==> src/rtl/fetch_pc_unit.sv <==
// Instruction-fetch front end: owns the PC, issues in-order requests to
// instruction memory, queues returned words and feeds one per cycle to IF/ID.
module fetch_pc_unit #(
  parameter logic [31:0] RESET_PC = 32'h0000_0000,
  parameter int unsigned FQ_DEPTH = 2
) (
  input  logic        clk,
  input  logic        rst_n,
  output logic        imem_req_valid,
  input  logic        imem_req_ready,
  output logic [31:0] imem_req_addr,
  input  logic        imem_rsp_valid,
  input  logic [31:0] imem_rsp_data,
  input  logic        stall,
  input  logic        redirect_valid,
  input  logic [31:0] redirect_pc,
  output logic [31:0] IM,
  output logic [31:0] PC,
  output logic        IF_flush,
  output logic        en
);

  localparam int unsigned PW = $clog2(FQ_DEPTH);
  localparam int unsigned CW = $clog2(FQ_DEPTH + 1);
  localparam logic [PW-1:0] PTR_ZERO   = {PW{1'b0}};
  localparam logic [PW-1:0] PTR_ONE    = PW'(1'b1);
  localparam logic [CW-1:0] CNT_ZERO   = {CW{1'b0}};
  localparam logic [CW-1:0] CNT_ONE    = CW'(1'b1);
  localparam logic [CW:0]   CREDIT_MAX = (CW+1)'(FQ_DEPTH);

  logic [31:0]   fetch_pc_q, fetch_pc_d;
  logic [31:0]   issue_pc_q, issue_pc_d;
  logic [PW-1:0] head_q, head_d;
  logic [PW-1:0] tail_q, tail_d;
  logic [CW-1:0] fq_count_q, fq_count_d;
  logic [CW-1:0] outstanding_q, outstanding_d;
  logic [CW-1:0] drop_count_q, drop_count_d;
  logic          started_q;
  logic [31:0]   fq_pc_q   [FQ_DEPTH];
  logic [31:0]   fq_inst_q [FQ_DEPTH];

  logic [CW:0]   inflight_s;
  logic          credit_s;
  logic          fq_empty_s;
  logic          req_valid_s;
  logic          issue_s;
  logic          drop_rsp_s;
  logic          push_s;
  logic          pop_s;
  logic [31:0]   redirect_aligned_s;
  logic [31:0]   head_pc_s;
  logic [31:0]   head_inst_s;

  // Requests in flight plus queued words may never exceed the queue size,
  // so every returning word is guaranteed a slot.
  assign inflight_s  = {1'b0, outstanding_q} + {1'b0, fq_count_q};
  assign credit_s    = (inflight_s < CREDIT_MAX);
  assign fq_empty_s  = (fq_count_q == CNT_ZERO);
  assign req_valid_s = rst_n && started_q && !redirect_valid && credit_s;
  assign issue_s     = req_valid_s && imem_req_ready;

  // A response is stale if a redirect happens now or one is still draining.
  assign drop_rsp_s  = imem_rsp_valid && (redirect_valid || (drop_count_q != CNT_ZERO));
  assign push_s      = imem_rsp_valid && !drop_rsp_s;
  assign pop_s       = !redirect_valid && !stall && !fq_empty_s;

  assign redirect_aligned_s = redirect_pc & 32'hFFFF_FFFC;
  assign head_pc_s          = fq_pc_q[head_q];
  assign head_inst_s        = fq_inst_q[head_q];

  assign imem_req_valid = req_valid_s;
  assign imem_req_addr  = fetch_pc_q;

  // Next-state for PC pointers, queue pointers and counters.
  always_comb begin
    fetch_pc_d    = fetch_pc_q;
    issue_pc_d    = issue_pc_q;
    head_d        = head_q;
    tail_d        = tail_q;
    fq_count_d    = fq_count_q;
    drop_count_d  = drop_count_q;
    outstanding_d = outstanding_q;

    if (issue_s && !imem_rsp_valid) begin
      outstanding_d = outstanding_q + CNT_ONE;
    end else if (!issue_s && imem_rsp_valid) begin
      outstanding_d = outstanding_q - CNT_ONE;
    end else begin
      outstanding_d = outstanding_q;
    end

    if (redirect_valid) begin
      fetch_pc_d = redirect_aligned_s;
      issue_pc_d = redirect_aligned_s;
      head_d     = PTR_ZERO;
      tail_d     = PTR_ZERO;
      fq_count_d = CNT_ZERO;
      if (imem_rsp_valid) begin
        drop_count_d = outstanding_q - CNT_ONE;
      end else begin
        drop_count_d = outstanding_q;
      end
    end else begin
      if (issue_s) begin
        fetch_pc_d = fetch_pc_q + 32'd4;
      end else begin
        fetch_pc_d = fetch_pc_q;
      end

      if (drop_rsp_s) begin
        drop_count_d = drop_count_q - CNT_ONE;
      end else begin
        drop_count_d = drop_count_q;
      end

      // Kept words arrive in issue order, so their PC is a second running pointer.
      if (push_s) begin
        tail_d     = tail_q + PTR_ONE;
        issue_pc_d = issue_pc_q + 32'd4;
      end else begin
        tail_d     = tail_q;
        issue_pc_d = issue_pc_q;
      end

      if (pop_s) begin
        head_d = head_q + PTR_ONE;
      end else begin
        head_d = head_q;
      end

      if (push_s && !pop_s) begin
        fq_count_d = fq_count_q + CNT_ONE;
      end else if (!push_s && pop_s) begin
        fq_count_d = fq_count_q - CNT_ONE;
      end else begin
        fq_count_d = fq_count_q;
      end
    end
  end

  // Control state register with synchronous active-low reset.
  always_ff @(posedge clk) begin
    if (!rst_n) begin
      fetch_pc_q    <= RESET_PC;
      issue_pc_q    <= RESET_PC;
      head_q        <= PTR_ZERO;
      tail_q        <= PTR_ZERO;
      fq_count_q    <= CNT_ZERO;
      outstanding_q <= CNT_ZERO;
      drop_count_q  <= CNT_ZERO;
      started_q     <= 1'b0;
    end else begin
      fetch_pc_q    <= fetch_pc_d;
      issue_pc_q    <= issue_pc_d;
      head_q        <= head_d;
      tail_q        <= tail_d;
      fq_count_q    <= fq_count_d;
      outstanding_q <= outstanding_d;
      drop_count_q  <= drop_count_d;
      started_q     <= 1'b1;
    end
  end

  // Queue storage; contents are only meaningful below fq_count_q.
  always_ff @(posedge clk) begin
    if (rst_n && push_s) begin
      fq_pc_q[tail_q]   <= issue_pc_q;
      fq_inst_q[tail_q] <= imem_rsp_data;
    end
  end

  // IF/ID slot selection: redirect kill, stall hold, queue head, or bubble.
  always_comb begin
    en       = 1'b0;
    IF_flush = 1'b0;
    IM       = 32'h0000_0000;
    PC       = 32'h0000_0000;
    if (!rst_n) begin
      en       = 1'b0;
      IF_flush = 1'b0;
    end else if (redirect_valid) begin
      en       = 1'b1;
      IF_flush = 1'b1;
    end else if (stall) begin
      en       = 1'b0;
      IF_flush = fq_empty_s;
      IM       = head_inst_s;
      PC       = head_pc_s;
    end else if (!fq_empty_s) begin
      en       = 1'b1;
      IF_flush = 1'b0;
      IM       = head_inst_s;
      PC       = head_pc_s;
    end else begin
      en       = 1'b1;
      IF_flush = 1'b1;
    end
  end

endmodule

==> config.mk <==
export PLATFORM = sky130hd
export DESIGN_NAME = fetch_pc_unit
export DESIGN_NICKNAME = d
export VERILOG_FILES = /design/src/rtl/fetch_pc_unit.sv
export SDC_FILE = /design/constraint.sdc
export NUM_CORES = 1
export LEC_CHECK = 0
export ABC_AREA = 0
export BUFFER_PORTS_ARGS = -buffer_cell sky130_fd_sc_hd__buf_2
export CORE_ASPECT_RATIO = 0.75
export CORE_MARGIN = 3
export CORE_UTILIZATION = 40
export DETAILED_ROUTE_END_ITERATION = 7
export SYNTH_ARGS = -nofsm -noshare
export SYNTH_HDL_FRONTEND = slang
export SYNTH_SLANG_ARGS = --single-unit
==> constraint.sdc <==
create_clock -name clk -period 4.6 [get_ports clk]
set_input_delay 0.92 -clock clk [delete_from_list [all_inputs] [get_ports clk]]
set_output_delay 0.92 -clock clk [all_outputs]
set_load 0.005 [all_outputs]
==> results.md, run 1 <==
- The flow ran to the end, and the final reports show no timing, DRC or antenna violations.
- The number of standard cells in the layout, taps in and fillers out is 1,210.
- The max capacitance violation total is 0.
- The analysis attributes to net switching a power of a little over 0.9 mW.
- In this run the critical register-to-register path is captured at imem_req_addr[17]$_SDFFE_PN0P_.
- Static timing analysis puts the maximum clock frequency at 284.8 MHz.
- The worst hold slack after final layout is 498.5 ps.
- Internal power comes to 2.746 mW.
- The number of hold buffers added after CTS was 0.
- The final worst setup slack is 1089 ps.
- Cells fill 49.69% of the core in the end.
- The via count of the first global-routing pass is just over 6,000.
- In this run the power density over the cells is about 360 nW/µm².
- The minimum clock period after layout is 3511 ps.
- For this run, the number of Yosys warnings is 0.
- The count of TritonRoute iterations in the first routing pass is 5.
- Combinational logic is responsible for 7.6% of the overall power.
- The setup total negative slack is 0 ps.
- The actual slew at the worst max-slew pin is 886.7 ps.
- Counting instances in the post-synthesis netlist gives the leading cell types as edfxtp_1, nor2_1, dfxtp_1.
- The area growth from synthesis to layout is 19.56%.
- Wires add up to 20,910 µm.
- The total vias in the final route is 6,366.
- The worst hold path begins at imem_req_addr[31]$_SDFFE_PN0P_.
- The DRC marker count from the first detailed-route iteration is 501.
- For flop-to-flop paths, the worst setup slack is between 1500 and 2000 ps.
- The later pin in the worst-skew pair is clocked with a latency of 430 ps.
- In this run the post-CTS setup repair buffer count came out at 0.
- The floorplan step defined a core boundary enclosing 20,610 µm².
- The most frequent cell after synthesis is edfxtp_1.
- The final count of hold timing violations is 0.
- The number of placed instances with taps included is 1,178.
- Counting flops and latches in the post-synthesis netlist gives 194.
- The critical path startpoint category is a primary input.
- TritonCTS built the clock tree.
- The startpoint of the worst register-to-register path is fq_count_q[0]$_SDFFE_PP0P_.
- The total overflow left after global routing is 0.
- The post-route antenna net violation count is 0.
- The weighted congestion reported at the end of routability-driven placement is roughly 0.79.
- At the worst endpoint, the required time is 3680 ps.
- The count of endpoints failing setup in the final report is 0.
- The number of antenna violations at the first check in global routing came to 0.
- The class of the tightest hold or removal check is reg2reg.
- After clock tree synthesis, the repair step resized 0 gates.
- The overall die width is 175.0 µm.
- The critical path in this run is classified as in2out.
- The worst hold path cell count is 1.
- In the finished design, the share of the clock period the worst path needs comes to 76.32%.
- The CTS buffer count is 17.
- The endpoint of the worst hold-timing path is imem_req_addr[31]$_SDFFE_PN0P_.
- The count of pins on the block boundary is between 150 and 200.
- Detailed placement ended at an HPWL of 14,360 µm.
- Input and output buffers added on the ports amount to 162.
- Across every metal layer, demand over resource in global routing totals 18.06%.
- Using the TritonRoute via totals, the vias-per-cell ratio works out to between 5 and 6.
- The share of total power in sequential cells is between 50% and 60%.
- The pin count of the biggest net entering global routing is 63.
- Along the worst path, the maximum fanout reaches 57.
- In the synthesized netlist the dominant register cell turns out to be edfxtp_1.
- The number of cells on the worst reg-to-reg path is 9.
- For this design the static power due to leakage is 3.703 nW.
- The max-slew violation total from the final report is 0.
- The first global-routing pass estimated 33,110 µm of wire.
- The setup slack after placement is 1090 ps.
- The leading area contributor after synthesis is edfxtp_1.
- STA puts the critical path data arrival time at 2590 ps.
- Counting along the longest clock path gives a buffer depth of 2.
- The mean instance size in the synthesized netlist is 11.21 µm².
- The clock net sink count is 194.
- After detailed routing, the average wire length per cell comes to about 17 µm.
- The clock tree root driver cell is clkbuf_16.
- The element type at the critical path end is a primary output.
- The number of distinct library cells after synthesis is 53.
- The clock share of power is 38.2%.
- The H-tree generated during clock tree synthesis spans 4 levels.
- The relative slew slack is about two fifths.
- The number of antenna repair diodes is 0.
- After the last flow step, the layout net total stands at 991.
- The post-synthesis async set-or-reset flop share is 0%.
- The initial core utilization is 41.56%.
- Across the routed clock network, the largest skew measured is 13.46 ps.
- The floorplan has 45 rows.
- Setup repair after global routing left no endpoint under its margin.
- The synthesized instance count is between 700 and 800.
- Of the post-synthesis cell area, the dominant cell type holds approximately 43%.
- Net switching is 24.96% of the power.
- The post-route netlist has 23.28% of its cells at a drive strength greater than 1.
- The clock input transition at the sequential cells of the worst setup and hold paths is approximately 70 ps.
- Counting flops with a built-in enable in the synthesized netlist gives between 100 and 150.
- In the routed design, unresolved DRC markers number 0.
- From bottom edge to top edge, the die measures 132.7 µm.
- For this run, the register share of the synthesized area comes to 59.84%.
- After synthesis the cells add up to 8564 µm².
- By area the synthesized netlist is led by edfxtp_1, dfxtp_1, mux2i_1.
- The floorplan step defined a die boundary enclosing 23,220 µm².
- The peak supply drop is about 0.24 mV.
==> per-layer routing <==
layer  wire (µm)  vias up  GRT usage [%]
li1            -     3107              -
met1       10420     3025          27.45
met2        9058      221          26.77
met3        1296       13          3.155
met4         139        0          4.517
met5           0        -              0
==> state kept, by name, indices dropped and copies added (netlist names), named ones only <==
name,flops
fq_count_q,2
drop_count_q,2
imem_req_addr,30
tail_q,1
outstanding_q,2
head_q,1
issue_pc_q,30
started_q,1
fq_inst_q,64
fq_pc_q,60
==> power groups by stage <==
stage / logic [mW] / registers (mW) / clock network, mW
floorplan: 0.164 / 2.00 / 0
global placement: 0.278 / 2.02 / 0
detailed placement: 0.280 / 2.02 / 0
CTS: 0.282 / 1.98 / 1.42
global route: 0.314 / 1.99 / 1.49
finish: 0.280 / 1.98 / 1.40
==> cells in the final DEF, fill, tap and decap left out, types with 3 or more instances in the layout <==
| cell type | synthesis | layout |
|---|---|---|
| nand3_1 | 25 | 25 |
| clkbuf_16 | 0 | 17 |
| clkinv_1 | 2 | 3 |
| buf_4 | 6 | 9 |
| xor2_1 | 14 | 14 |
| a31oi_1 | 10 | 10 |
| conb_1 | 1 | 4 |
| nor4_1 | 11 | 11 |
| mux2i_1 | 64 | 64 |
| nor3_1 | 13 | 13 |
| edfxtp_1 | 124 | 124 |
| a211oi_1 | 5 | 5 |
| o22ai_1 | 4 | 4 |
| and3_1 | 10 | 10 |
| o21ai_0 | 36 | 36 |
| inv_1 | 10 | 10 |
| dfxtp_1 | 70 | 69 |
| xnor2_1 | 26 | 26 |
| a21oi_1 | 47 | 47 |
| buf_2 | 1 | 162 |
| or3_1 | 6 | 6 |
| clkinv_4 | 0 | 3 |
| or4_1 | 4 | 4 |
| and4_1 | 5 | 5 |
| nand4_1 | 20 | 20 |
| a21boi_0 | 3 | 3 |
| a2bb2oi_1 | 3 | 3 |
| nand2_1 | 56 | 56 |
| mux2_2 | 4 | 4 |
| nor4b_1 | 3 | 3 |
| inv_6 | 0 | 6 |
| o31ai_1 | 4 | 3 |
| nor2_1 | 99 | 97 |
| and2_1 | 5 | 5 |
| ha_1 | 5 | 5 |
| o21a_1 | 7 | 7 |
==> how the worst max path moves through the flow <==
stage	startpoint	to	depth (start not counted)
after floorplan	rst_n	fq_inst_q[0][0]$_DFFE_PP_	4
after global placement	rst_n	PC[4]	6
after detailed placement	rst_n	PC[4]	6
after CTS	rst_n	PC[4]	6
after global routing	rst_n	PC[4]	6
final	rst_n	PC[4]	6
==> kinds of logic (layout without fill, tap and decap cells) <==
group | after synthesis | count (layout) | share of synthesized area [%]
AO/OA/AOI/OAI | 132 | 132 | 9.131
multiplexers | 68 | 68 | 8.006
flip-flops | 194 | 194 | 59.84
AND/OR/NAND/NOR | 267 | 267 | 15.19
XOR/XNOR | 40 | 40 | 4.091
other | 1 | 4 | 0.04379
buffers and inverters | 56 | 217 | 2.732
adder cells (fa/ha/maj) | 6 | 6 | 0.9642
==> layout make-up <==
class	count	area, µm²
fill	1912	10370
multi-input combinational	517	3246
clock inverter	14	120.1
tap	282	352.8
inverter	12	45.04
sequential	194	5129
timing repair buffer	173	918.4
clock buffer	18	429.2
==> worst max-delay path, cell delays in order <==
cell and delay, ps:
buf_2 500, and2b_1 380, o31ai_4 190, buf_12 230, nor2_1 190, buf_2 140
==> per-stage QoR <==
stage          power, mW  cell area (µm²)
6_report           3.659            10240
4_1_cts            3.688            10240
3_3_place_gp       2.297             9691
5_1_grt            3.799            10240
3_5_place_dp       2.301             9691
2_1_floorplan      2.167             8576
Note: power is estimated with default switching activity, not from simulation.
==> inputs of run 2 (changes only) <==
clock period = 3.38 ns   (was 4.6 ns; I/O delays follow)
==> run 2 against run 1 <==
Worst hold slack got worse by 70 ps; setup slack got worse by 540 ps; cell area increased by 0.49%; count of clock-buffer cells in the layout fell by 1; final cell count rose by 0.33%; clock skew decreased by 4.3 ps; non-clock buffer count rose by 4; combinational power is 38% higher; die area did not move; sequential power rose by 36%; sequential share of layout area shrank 0.24 points; sequential cell count stayed put; critical path type is now reg2reg.
==> results.md, run 2 (synthesis results as in run 1) <==
- The flow ran to the end, and the final reports show no timing, DRC or antenna violations.
- The number of gates on the worst path with buffers counted is 9 (+3).
- The number of antenna violations at the first check in global routing is 0 (unchanged).
- The height of the die is 132.7 µm (unchanged).
- fq_inst_q holds more flip-flops than any other register.
- The setup fix buffers added after clock tree synthesis is 0 (unchanged).
- The final count of hold timing violations is 0 (unchanged).
- The worst register-to-register path ends at imem_req_addr[23]$_SDFFE_PN0P_.
- The site row count is 45 (unchanged).
- The CTS buffer count is 17 (unchanged).
- The actual slew at the worst max-slew pin is 739.3 ps (-147.4 ps).
- The fraction of layout instances using a drive strength above 1 is 23.61% (+0.33 points).
- The overall die width was 175.0 µm (unchanged).
- The global-route wire length before repair came to 33,440 µm (+0.98%).
- The total chip power is 5.016 mW (+37%).
- The master of the slowest instance on the critical path is dfxtp_1.
- The sequential cell area is 5129 µm² (unchanged).
- The maximum level of the CTS H-tree is 4 (unchanged).
- The total power divided by cell area is 487.5 nW/µm² (+36%).
- The count of endpoints failing setup in the final report was 0 (unchanged).
- The most used routing layer is met1.
- The worst path needs 2830 ps of the cycle, external delays included.
- The largest registers in the layout are fq_inst_q (64), fq_pc_q (60).
- The endpoint of the most critical setup path is imem_req_addr[23]$_SDFFE_PN0P_.
- The global-route track usage on met3 is 3.787% (+0.63 points).
- The count of TritonRoute iterations in the first routing pass came to 6 (+1).
- The detail-routed via count per cell came to 5.287 (+0.48%).
- The maximum fanout along the worst path is 11 (-81%).
- The post-route antenna net violation count is 0 (unchanged).
- The commonest non-fill, non-tap cell in the layout is buf_2.
- The number of cells upsized or downsized after cts came to 0 (unchanged).
- STA classifies the critical path startpoint as a flip-flop.
- TritonCTS built the clock tree.
- Setup repair after global routing left no endpoint under its margin.
- The startpoint of the worst register-to-register path is fq_count_q[0]$_SDFFE_PP0P_.
- The peak supply drop is 0.2769 mV (+17%).
- The biggest cell delay along the critical path is 460 ps (-40 ps).
- The final routed DRC violation total is 0 (unchanged).
- The half-perimeter wire length after detailed placement came to 14,370 µm (about the same).
- The worst clock skew is 9.169 ps (-4.286 ps).
- The setup total negative slack is 0 ps (unchanged).
- The number of flip-flops in the largest register was 64 (unchanged).
- The met2 capacity usage during global routing is 25.47% (-1.3 points).
- Tracing the worst setup path back leads to its startpoint at fq_count_q[0]$_SDFFE_PP0P_.
- The static leakage is 3.726 nW (+0.63%).
- The DRC marker count from the first detailed-route iteration is 544 (+8.6%).
- The core outline area is 20,610 µm² (unchanged).
- The cell sitting at the root of the clock tree is a clkbuf_16.
- The via count of the first global-routing pass is 5,976 (-1.0%).
- The global-route total usage across every layer is 18.18% (+0.13 points).
- The kind of critical path is reg2reg.
- The area growth from synthesis to layout is 20.15%.
- The clock latency of the later-clocked register in the worst-skew pair is 430 ps (about the same).
- The maximum clock path buffer count was 2 (unchanged).
- The total length of routed wires is 20,770 µm (-0.67%).
- The area of the die came to 23,220 µm² (unchanged).
- The initial core utilization came to 41.56% (unchanged).
- The count of pins on the block boundary was 169 (unchanged).
- The number of I/O port buffers is 162 (unchanged).
- The number of antenna repair diodes is 0 (unchanged).
- The clock input transition at the sequential cells of the worst setup and hold paths is 80 ps (about the same).
- The pin count of the biggest net entering global routing is 63 (unchanged).
- The total vias in the final route is 6,418 (+0.82%).
- The filler cell count in the final layout is 1,929 (+0.89%).
- The number of placed instances with taps included is 1,182 (+0.34%).
- The number of standard cells in the layout, taps in and fillers out is 1,214 (+0.33%).
- The number of buffer and inverter stages on the critical path is 2 (-1).
- The post-placement cell area came to 9721 µm² (+0.31%).
- The max-slew violation total from the final report is 0 (unchanged).
- The worst hold path cell count was 1 (unchanged).
- The area of all placed cells without fillers came to 10,290 µm² (+0.49%).
- The cell count of the worst reg-to-reg path came to 9 (unchanged).
- The element type at the critical path end is a flip-flop.
- Grouping stages by cell kind, the critical path spends the most delay in simple AND/OR/NAND/NOR gates.
- The total overflow reported by the global router is 0 (unchanged).
- The clock net sink count is 194 (unchanged).
- The top cell types in the final layout, fill and taps aside, are buf_2, edfxtp_1, nor2_1.
- The class of the tightest hold or removal check is in2reg.
- The multi-input gate area in the final layout is 3246 µm² (unchanged).
- After layout, the worst path uses 83.71% of the clock period.
- The critical path data arrival time is 3160 ps (+570 ps).
- The routed length per instance came to 17.11 µm (-1.0%).
- The number of nets in the layout is 995 (+0.40%).
- The weighted congestion reported at the end of routability-driven placement is 0.8491 (+7.3%).
- The met1 usage in global routing was 28.51% (+1.1 points).
- The required arrival time at the worst endpoint is 3710 ps (+30 ps).
- The total of hold buffers inserted after clock tree synthesis is 0 (unchanged).
- The relative slew slack came to 50.33% (+9.4 points).
- The reg2reg setup slack is 550 ps (-1130 ps).
- The max capacitance violation total is 0 (unchanged).
- The worst hold slack after final layout came to 428.9 ps (-69.61 ps).
- Static timing analysis puts the maximum clock frequency at 353.4 MHz.
- The critical path goes through and2_1 > fa_1 > and4bb_2 > nand2_1 > clkinv_1 > buf_4 > nand3_1 > o311a_1 > o21a_1.
[run 2: cell count changes in the layout (fill, tap and decap cells not counted)]
cell / change
clkbuf_1: -1
clkinv_8: +2
inv_6: -3
inv_8: +2
clkinv_1: +1
clkinv_4: -1
buf_4: +4
[run 2: final cells by class]
| cell class | count | share of cell area, % |
|---|---|---|
| multi-input combinational | 517 | 31.54 |
| clock inverter | 15 | 1.398 |
| sequential | 194 | 49.84 |
| inverter | 12 | 0.4377 |
| timing repair buffer | 177 | 9.217 |
| tap | 282 | 3.429 |
| clock buffer | 17 | 4.134 |
[run 2: through the flow]
stage	setup WS (ps)	util, %
2_1_floorplan	-853.1	-
3_3_place_gp	586.4	47.17
3_5_place_dp	582.5	47.17
4_1_cts	560.6	49.93
5_1_grt	381.3	49.93
6_report	550.5	49.93
[run 2: layer usage]
layer / vias to the layer above / share of wire, %
met4: 0 / 0.89
met1: 3054 / 50
li1: 3113 / -
met2: 237 / 42
met3: 14 / 7.0
met5: - / 0
[run 2: where the power goes]
part           total [mW]  leakage, nW  switching (mW)  internal (mW)
Sequential           2.70         1.70          0.0940           2.60
Combinational       0.385         1.75           0.219          0.166
Clock                1.93        0.273           0.954          0.978
Total                5.02         3.73            1.27           3.75
[run 2: worst min-delay path by stage]
stage,slack (ps),startpoint,end
floorplan,440,issue_pc_q[31]$_SDFFE_PN0P_,fq_pc_q[0][31]$_DFFE_PP_
global placement,480,head_q$_SDFFE_PP0P_,head_q$_SDFFE_PP0P_
detailed placement,490,head_q$_SDFFE_PP0P_,flip-flop
CTS,410,imem_rsp_data[31],fq_inst_q[1][31]$_DFFE_PP_
global route,400,imem_rsp_data[20],fq_inst_q[1][20]$_DFFE_PP_
finish,430,imem_rsp_data[9],fq_inst_q[1][9]$_DFFE_PP_
==> inputs of run 3 (changes only) <==
ABC_AREA = 1   (was 0)
clock period = 2.4 ns   (was 3.38 ns; I/O delays follow)
==> run 3 against run 2 <==
Non-clock buffer count grew 19; sequential cell count is the same; utilization grew 0.39 points; synthesized area grew 8.2%; first-iteration DRC count grew 43%; critical path depth shrank 2; sequential power grew 40%; combinational power grew 71%; critical path type is now reg2out.
==> results.md, run 3 <==
- Counting I/O delays and the setup requirement, the final critical path takes 2280 ps.
- The actual slew at the worst max-slew pin was 728.9 ps (-10.39 ps).
- The via count of the first global-routing pass is 7,120 (+19%).
- The total internal power is 5.520 mW (+47%).
- The total of hold buffers inserted after clock tree synthesis is 0 (unchanged).
- The fraction of layout instances using a drive strength above 1 is 19.57% (-4.0 points).
- By area the synthesized netlist is led by edfxtp_1, nand2_1, dfxtp_1.
- The number of flip-flops in the largest register is 64 (unchanged).
- The synthesis warning total is 0 (unchanged).
- The weighted congestion reported at the end of routability-driven placement is 0.9352 (+10%).
- The maximum level of the CTS H-tree is 4 (unchanged).
- The biggest area contributor in the post-synthesis netlist is edfxtp_1.
- The max-slew violation total from the final report came to 0 (unchanged).
- The area of the die is 25,050 µm² (+7.9%).
- The max capacitance violation total is 0 (unchanged).
- The category of cells accounting for the largest share of critical-path delay is buffers and inverters.
- The setup total negative slack is 0 ps (unchanged).
- The setup path with the least slack is of type reg2out.
- The mean instance size in the synthesized netlist came to 8.260 µm² (-26%).
- The clock input transition at the sequential cells of the worst setup and hold paths is 80 ps (about the same).
- The count of flip-flops with a built-in enable after synthesis came to 124 (unchanged).
- The most frequent cell after synthesis is nand2_1.
- The detail-routed via count per cell is 5.026 (-4.9%).
- The clock net sink count is 194 (unchanged).
- The final count of hold timing violations is 0 (unchanged).
- The sequential cell area was 5129 µm² (unchanged).
- Setup repair after global routing left no endpoint under its margin.
- Relative to the synthesized area, the layout overhead comes to 21.66%.
- The number of nets in the layout is 1,371 (+38%).
- After layout, the worst path uses 95.00% of the clock period.
- The logic gate share of total power was 8.9% (+1.2 points).
- The pin count of the biggest net entering global routing is 63 (unchanged).
- The global-route total usage across every layer is 20.30% (+2.1 points).
- The net load switching power is 1.899 mW (+50%).
- The synthesized instance count came to 1,122 (+47%).
- Tracing the worst setup path back leads to its startpoint at fq_count_q[0]$_SDFFE_PP0P_.
- The clock tree root driver cell is clkbuf_16.
- The number of buffer and inverter stages on the critical path is 4 (+2).
- In the final layout, the registers with the most flip-flops are fq_inst_q (64), fq_pc_q (60).
- The worst hold path startpoint is imem_rsp_data[2].
- In the layout the commonest cells are nand2_1, buf_2, a21oi_1.
- The multi-input gate area in the final layout is 3607 µm² (+11%).
- The maximum clock path buffer count is 2 (unchanged).
- Derived from the worst setup path, the maximum achievable clock frequency is 438.6 MHz.
- The peak supply drop came to 0.4677 mV (+69%).
- The TritonCTS clock tree is done.
- STA classifies the critical path startpoint as a flip-flop.
- The site row count was 47 (+4.4%).
- The summed instance area of the synthesized netlist is 9268 µm² (+8.2%).
- The largest register by flop count is fq_inst_q.
- The total overflow reported by the global router was 0 (unchanged).
- The maximum fanout along the worst path is 14 (+3).
- The static leakage came to 4.623 nW (+24%).
- The half-perimeter wire length after detailed placement came to 18,320 µm (+28%).
- Leaving out fill and tap cells, the most frequent cell in the layout is nand2_1.
- The share of total power in sequential cells was 51.1% (-2.7 points).
- The count of TritonRoute iterations in the first routing pass is 5 (-1).
- The final worst setup slack was 120.1 ps (-430.4 ps).
- The clock share of power is 40.0% (+1.5 points).
- The run finished with clean final reports.
- The number of distinct library cells after synthesis is 36 (-32%).
- The signal on the critical path passes through nor2_1 > inv_1 > o21ai_4 > buf_12 > buf_4 > a21oi_1 > buf_2.
- By count the netlist is led by nand2_1, a21oi_1, edfxtp_1.
- STA classifies the critical path endpoint as a primary output.
- The share of total power consumed by net switching is 25.59% (+0.33 points).
- The biggest cell delay along the critical path was 340 ps (-120 ps).
- The worst hold path belongs to the class in2reg.
- The CTS buffer count is 17 (unchanged).
- The total length of routed wires is 25,850 µm (+24%).
- The overall die width is 181.8 µm (+3.9%).
- The final core area utilization was 50.32% (+0.39 points).
- The total vias in the final route came to 8,052 (+25%).
- The clock latency of the later-clocked register in the worst-skew pair is 440 ps (about the same).
- The DRC marker count from the first detailed-route iteration is 777 (+43%).
- The count of state elements after synthesis is 194 (unchanged).
- The number of I/O port buffers is 162 (unchanged).
- The final routed DRC violation total is 0 (unchanged).
- The critical path data arrival time was 1800 ps (-1360 ps).
- The startpoint of the worst register-to-register path is fq_count_q[0]$_SDFFE_PP0P_.
- The number of antenna repair diodes is 0 (unchanged).
- The worst clock skew is 12.98 ps (+3.807 ps).
- The post-synthesis async set-or-reset flop share is 0% (unchanged).
- The sequential fraction of the synthesis area is 55.30% (-4.5 points).
- The most used flip-flop cell after synthesis is edfxtp_1.
- The routed length per instance is 16.13 µm (-5.7%).
- The initial core utilization is 41.36% (-0.20 points).
- The proportion of netlist area held by the largest area contributor is 40.18% (-3.3 points).
- The relative slew slack is 51.35% (+1.0 points).
- The setup slack after placement is 54.75 ps (-527.8 ps).
- The count of pins on the block boundary was 169 (unchanged).
- The required arrival time at the worst endpoint is 1920 ps (-1790 ps).
- The core outline area is 22,410 µm² (+8.7%).
- The global-route wire length before repair is 39,620 µm (+18%).
- The post-route antenna net violation count came to 0 (unchanged).
- The number of antenna violations at the first check in global routing was 0 (unchanged).
- The count of endpoints failing setup in the final report was 0 (unchanged).
- The height of the die is 137.8 µm (+3.8%).
- The total power divided by cell area is 658.0 nW/µm² (+35%).
- The filler cell count in the final layout is 2,165 (+12%).
- For this design, the slowest cell found on the critical path is dfxtp_2.
run 3: cell count changes in the layout (fill, tap and decap cells not counted), sizes merged, moves of 19 or more:
cell   previous run  this run
nand2            56       378
inv              17       111
a21oi            47       131
mux2i            64         0
nand3            26        62
xnor2            26         5
buf             177       196
run 3: timing repair:
| item | 4_1_cts | 5_1_grt |
|---|---|---|
| pin swaps | 1 | 1 |
| resized for setup | 0 | 1 |
| endpoints found under the setup margin | 48 | 10 |
| gates cloned | 0 | 1 |
| setup buffers | 4 | 0 |
run 3: cells by family after synthesis:
| kind of cell | share of synthesized area, % |
|---|---|
| DFF | 55.30 |
| and+or+nand+nor | 24.86 |
| adders and majority gates | 0.8911 |
| xor gates and xnor gates | 1.418 |
| buffers and inverters | 6.602 |
| other | 0.04046 |
| AOI/OAI and AO/OA | 10.90 |
run 3: per-layer routing:
layer  vias up  GRT usage [%]  routed length [µm]
li1       4047              -                   -
met1      3744          29.69               12280
met2       243          31.33               11710
met3        18          4.064                1613
met4         0          4.567                 250
met5         -              0                   0
run 3: power by group through the flow:
stage,clock (mW),combinational (mW),sequential (mW)
floorplan,0,0.377,3.83
detailed placement,0,0.647,3.86
global route,3.15,0.742,3.81
global placement,0,0.639,3.86
CTS,3.02,0.660,3.79
finish,2.97,0.659,3.79
run 3: final cells by class:
type	instances	share of cell area (%)
Timing Repair Buffer	196	10.23
Inverter	104	3.551
Clock inverter	15	1.698
Multi-Input combinational cell	782	31.99
Sequential cell	194	45.49
Clock buffer	17	3.773
Tap cell	294	3.263
run 3: stage by stage:
stage | cells | hold WS, ps | instance area, µm² | total power, mW
6_report | 1602 | 227.1 | 11270 | 7.419
5_1_grt | 1602 | 203.0 | 11270 | 7.700
4_1_cts | 1601 | 208.6 | 11270 | 7.466
3_5_place_dp | 1565 | 439.6 | 10610 | 4.511
3_3_place_gp | 1565 | 427.7 | 10610 | 4.499
2_1_floorplan | 1125 | 425.8 | 9371 | 4.208
run 3: final timing paths:
path | to | slack, ps | cells after the start
worst max-delay path | IM[4] | 120 | 7
worst min-delay path | fq_inst_q[0][2]$_DFFE_PP_ | 230 | 1
worst max register to register | imem_req_addr[31]$_SDFFE_PN0P_ | 240 | 11
worst min register to register | flip-flop | 450 | 1
